--- src/rtl/encoder4_2_behav_ifelse_pkg.sv ---
// Shared types and helpers for the 4-to-2 priority encoder slice.
package encoder4_2_behav_ifelse_pkg;

    typedef logic [1:0] idx_t;
    typedef logic [3:0] req_t;

    // Clearing the lowest set bit leaves a nonzero value only if at least two bits were set.
    function automatic logic two_or_more(input req_t req);
        req_t low_cleared;
        low_cleared = req & (req - 4'd1);
        return low_cleared != '0;
    endfunction

endpackage

--- src/rtl/encoder4_2_behav_ifelse_if.sv ---
// Request/result bundle between a request source and the priority-encode core.
interface encoder4_2_behav_ifelse_if;
    import encoder4_2_behav_ifelse_pkg::*;

    logic en;
    req_t req;
    idx_t idx;
    logic any;
    logic multi;

    modport master (output en, req, input idx, any, multi);
    modport slave  (input en, req, output idx, any, multi);

endinterface

--- src/rtl/encoder4_2_behav_ifelse_prio_core.sv ---
// Combinational 4-to-2 priority encode core; req[3] has the highest priority.
module enc4_2_prio_core
    import encoder4_2_behav_ifelse_pkg::*;
(
    encoder4_2_behav_ifelse_if.slave bus
);

    always_comb begin
        bus.idx   = '0;
        bus.any   = 1'b0;
        bus.multi = 1'b0;
        if (bus.en) begin
            if (bus.req[3]) begin
                bus.idx = 2'b11;
                bus.any = 1'b1;
            end else if (bus.req[2]) begin
                bus.idx = 2'b10;
                bus.any = 1'b1;
            end else if (bus.req[1]) begin
                bus.idx = 2'b01;
                bus.any = 1'b1;
            end else if (bus.req[0]) begin
                bus.idx = 2'b00;
                bus.any = 1'b1;
            end
            bus.multi = two_or_more(bus.req);
        end
    end

endmodule

--- src/rtl/encoder4_2_behav_ifelse.sv ---
// Registered 4-to-2 priority encoder with enable, any-active and multi-active flags.
module encoder4_2_behav_ifelse
    import encoder4_2_behav_ifelse_pkg::*;
(
    input  logic clk,
    input  logic rst,
    input  logic en,
    input  logic Y3,
    input  logic Y2,
    input  logic Y1,
    input  logic Y0,
    output logic A1,
    output logic A0,
    output logic valid,
    output logic multi
);

    // Flat ports are kept for drop-in use; the core talks over the bundle internally.
    encoder4_2_behav_ifelse_if core_bus ();

    assign core_bus.en  = en;
    assign core_bus.req = {Y3, Y2, Y1, Y0};

    enc4_2_prio_core u_core (
        .bus (core_bus.slave)
    );

    always_ff @(posedge clk) begin
        if (rst) begin
            A1    <= 1'b0;
            A0    <= 1'b0;
            valid <= 1'b0;
            multi <= 1'b0;
        end else begin
            A1    <= core_bus.idx[1];
            A0    <= core_bus.idx[0];
            valid <= core_bus.any;
            multi <= core_bus.multi;
        end
    end

endmodule

--- config.mk ---
export PLATFORM = sky130hd
export DESIGN_NAME = encoder4_2_behav_ifelse
export DESIGN_NICKNAME = d
export VERILOG_FILES = /design/src/rtl/encoder4_2_behav_ifelse_pkg.sv /design/src/rtl/encoder4_2_behav_ifelse_if.sv /design/src/rtl/encoder4_2_behav_ifelse_prio_core.sv /design/src/rtl/encoder4_2_behav_ifelse.sv
export SDC_FILE = /design/constraint.sdc
export NUM_CORES = 1
export LEC_CHECK = 0
export CORE_AREA = 10 10 47 49
export CTS_CLUSTER_DIAMETER = 120
export DETAILED_ROUTE_END_ITERATION = 10
export DIE_AREA = 0 0 57 59
export HOLD_SLACK_MARGIN = 0.15
export SLEW_MARGIN = 20
export SYNTH_ARGS = -nofsm -noshare
export SYNTH_HDL_FRONTEND = slang
export SYNTH_SLANG_ARGS = --single-unit
--- constraint.sdc ---
create_clock -name clk -period 1.1 [get_ports clk]
set_input_delay 0.22 -clock clk [delete_from_list [all_inputs] [get_ports clk]]
set_output_delay 0.22 -clock clk [all_outputs]
set_load 0.1 [all_outputs]
==> out/metrics.cfg <==
[status]
run_status = complete, no violations

[floorplanning]
row_count = 14
die-area_mm2 = 0.00336
initial_utilization_pct = 10.8
die_w_um = 57
die_h_um = 59
core_mm2 = 0.00140
ios = 11

[clock_network]
clkSinkCount = 4
cts_root_buffer = clkbuf_4
htreeDepth = 1
cts_tree = built
cts_buffer_depth = 2
clkTransAtPathRegs_ns = 0.04
cts_buffers = 3

[finish]
drive_above_1_share_pct = 45.2
multi_input_area_um2 = 63.8
n_fill_cell = 163
seq_area_um2 = 85.1
area_delta_synth_final_pct = 139
fin_area_um2 = 362
fin_nets = 40
n_antenna_cell = 0

[timing]
max_slew.worst_pin.slew_ns = 0.127
slew_headroom_pct = 91.5
fin_crit_sh_pct = 86.2
final_max_slew_viol_count = 0
grt_setup_unrepaired = no
setup_viol = 0
max_freq_ghz = 1.05
period_minus_slack_ns = 0.948
finalSetupTns_ns = 0
hold_viol_final = 0

[detailed_routing]
vias_per_cell = 3.30
met2WireLength_um = 192
drc = 0
first_iter_violations = 1
drt-met1-wl_um = 160
dr_total_vias = 155
dr.pass1.iters = 3
postRouteAntennaNets = 0
wl_um = 400
post_drt_wl_per_cell_um = 8.51
top_layer_used = met3
dr_wl_met3_um = 47

[global_route]
grt_first_pass_wirelength_um = 593
gr-usage-all-layers_pct = 2.24
antenna_found_initial = 0
grt_pass1_vias = 170
overflow = 0
grt_max_degree = 4

[pwr]
power_density_mw_per_mm2 = 1310
ir_worst_vdd_v = 0.000251
total_power_mw = 0.473
p_leak_nw = 0.177

[worst_setup_path]
slowest_delay_ns = 0.33
path_buf_inv = 1
critPathSlowestCell = dfxtp_2
crit_type = register to primary output
worstPathMaxFanout = 1
cp-start-kind = register
cp.arrival_ns = 0.73
worstPathRequired_ns = 0.88
crit_chain = buf_12
critical_path.top_delay_family = flip-flops
crit_path_end_kind = primary output

[synthesis]
synth_xor_xnor_area_share_pct = 0
syn-instance-count = 16
synthSimpleGateAreaFrac_pct = 20.7
yosysTopAreaCell = dfxtp_1
synth-compound-area-share_pct = 14.0
syn_area_per_cell_um2 = 9.46
synthAdderAreaFrac_pct = 7.44
synth_top_family_by_area = simple AND/OR/NAND/NOR gates
yosys-mux-area-fraction_pct = 0
seq_area_frac_synth_pct = 52.9
synth_area_leaders = dfxtp_1 53%, maj3_2 7.4%, nor2_1 7.4%
synth_area_um2 = 151
yosys_warnings = 0
ys_types = 9
synth_top_area_share_pct = 52.9
ys_ff_latch = 4
mappedNetlistNets = 23

[worst_hold_path]
min_path_cells = 3
hp-start = Y0
worstHoldPathType = input pin to register
holdPathEnd = valid

[placement]
dpl_cell_area_um2 = 332
place.gp.congestion = 0.661
dp_hpwl_um = 348
port_buffers = 10

[job]
cap_violations = 0

==> metrics by stage <==
step           std cells  setup slack [ns]  util [%]  hold slack (ns)
2_1_floorplan         16             0.254         -            0.342
3_3_place_gp          44            -0.228      23.7            0.684
3_5_place_dp          44            -0.233      23.7            0.684
4_1_cts               47           0.00714      25.3            0.585
5_1_grt               47             0.138      25.8            0.381
6_report              47             0.152      25.8            0.341
==> timing repair <==
action / in CTS / in global routing
hold buffers: 0 / 0
gates resized for setup: 0 / 3
endpoints found under the hold margin: 0 / 0
setup endpoints to repair: 0 / 2
buffers inserted: 0 / 0
==> logic make-up after synthesis <==
group           Yosys count
compound gates            3
buf+inv                   2
fa+ha+maj                 1
simple gates              6
flops                     4
==> cell usage in the layout, fill, tap and decap left out <==
master / Yosys / routed
dlymetal6s2s_1: 0 / 3
buf_4: 0 / 2
inv_1: 2 / 2
buf_12: 0 / 4
maj3_2: 1 / 1
o2111a_1: 1 / 1
clkdlybuf4s50_1: 0 / 3
nor2_1: 3 / 3
or3_1: 1 / 1
nand2b_1: 1 / 1
dfxtp_2: 0 / 4
or2b_1: 1 / 1
clkbuf_4: 0 / 3
a21oi_1: 2 / 2
==> flip-flops by register name, summed over array words and instances (netlist names) <==
register / flops
multi: 1
A0: 1
A1: 1
valid: 1
==> routing by layer <==
metal | vias up | global-route usage (%)
met4 | 0 | 4.03
met2 | 7 | 2.95
met3 | 0 | 0.858
li1 | 83 | -
met5 | - | 0
met1 | 65 | 2.01
==> worst max-delay path by stage <==
stage	start	end	slack, ns	cells past startpoint
after floorplan	A0	A0	0.25	0
after global placement	Y1	multi	-0.23	3
after detailed placement	Y3	multi	-0.23	3
after CTS	Y3	multi	0.007	3
after global routing	A0	A0	0.14	1
final	A0	A0	0.15	1
==> synthesized netlist by cell type (all sizes together) <==
library cell,n
or3,1
o2111a,1
nor2,3
a21oi,2
dfxtp,4
maj3,1
nand2b,1
or2b,1
inv,2
==> where the power goes <==
part	switching, mW	internal, mW	leakage (nW)
clock network	0.0523	0.122	0.0138
registers	0.00602	0.156	0.0344
logic	0.0770	0.0607	0.129
==> cell type report <==
cell class / count / area share, %
timing repair buffer: 12 / 45.0
sequential: 4 / 23.5
multi-input combinational: 10 / 17.6
clock buffer: 3 / 6.23
tap: 16 / 5.54
inverter: 2 / 2.08
No activity file was read; power rests on OpenSTA's default activity.
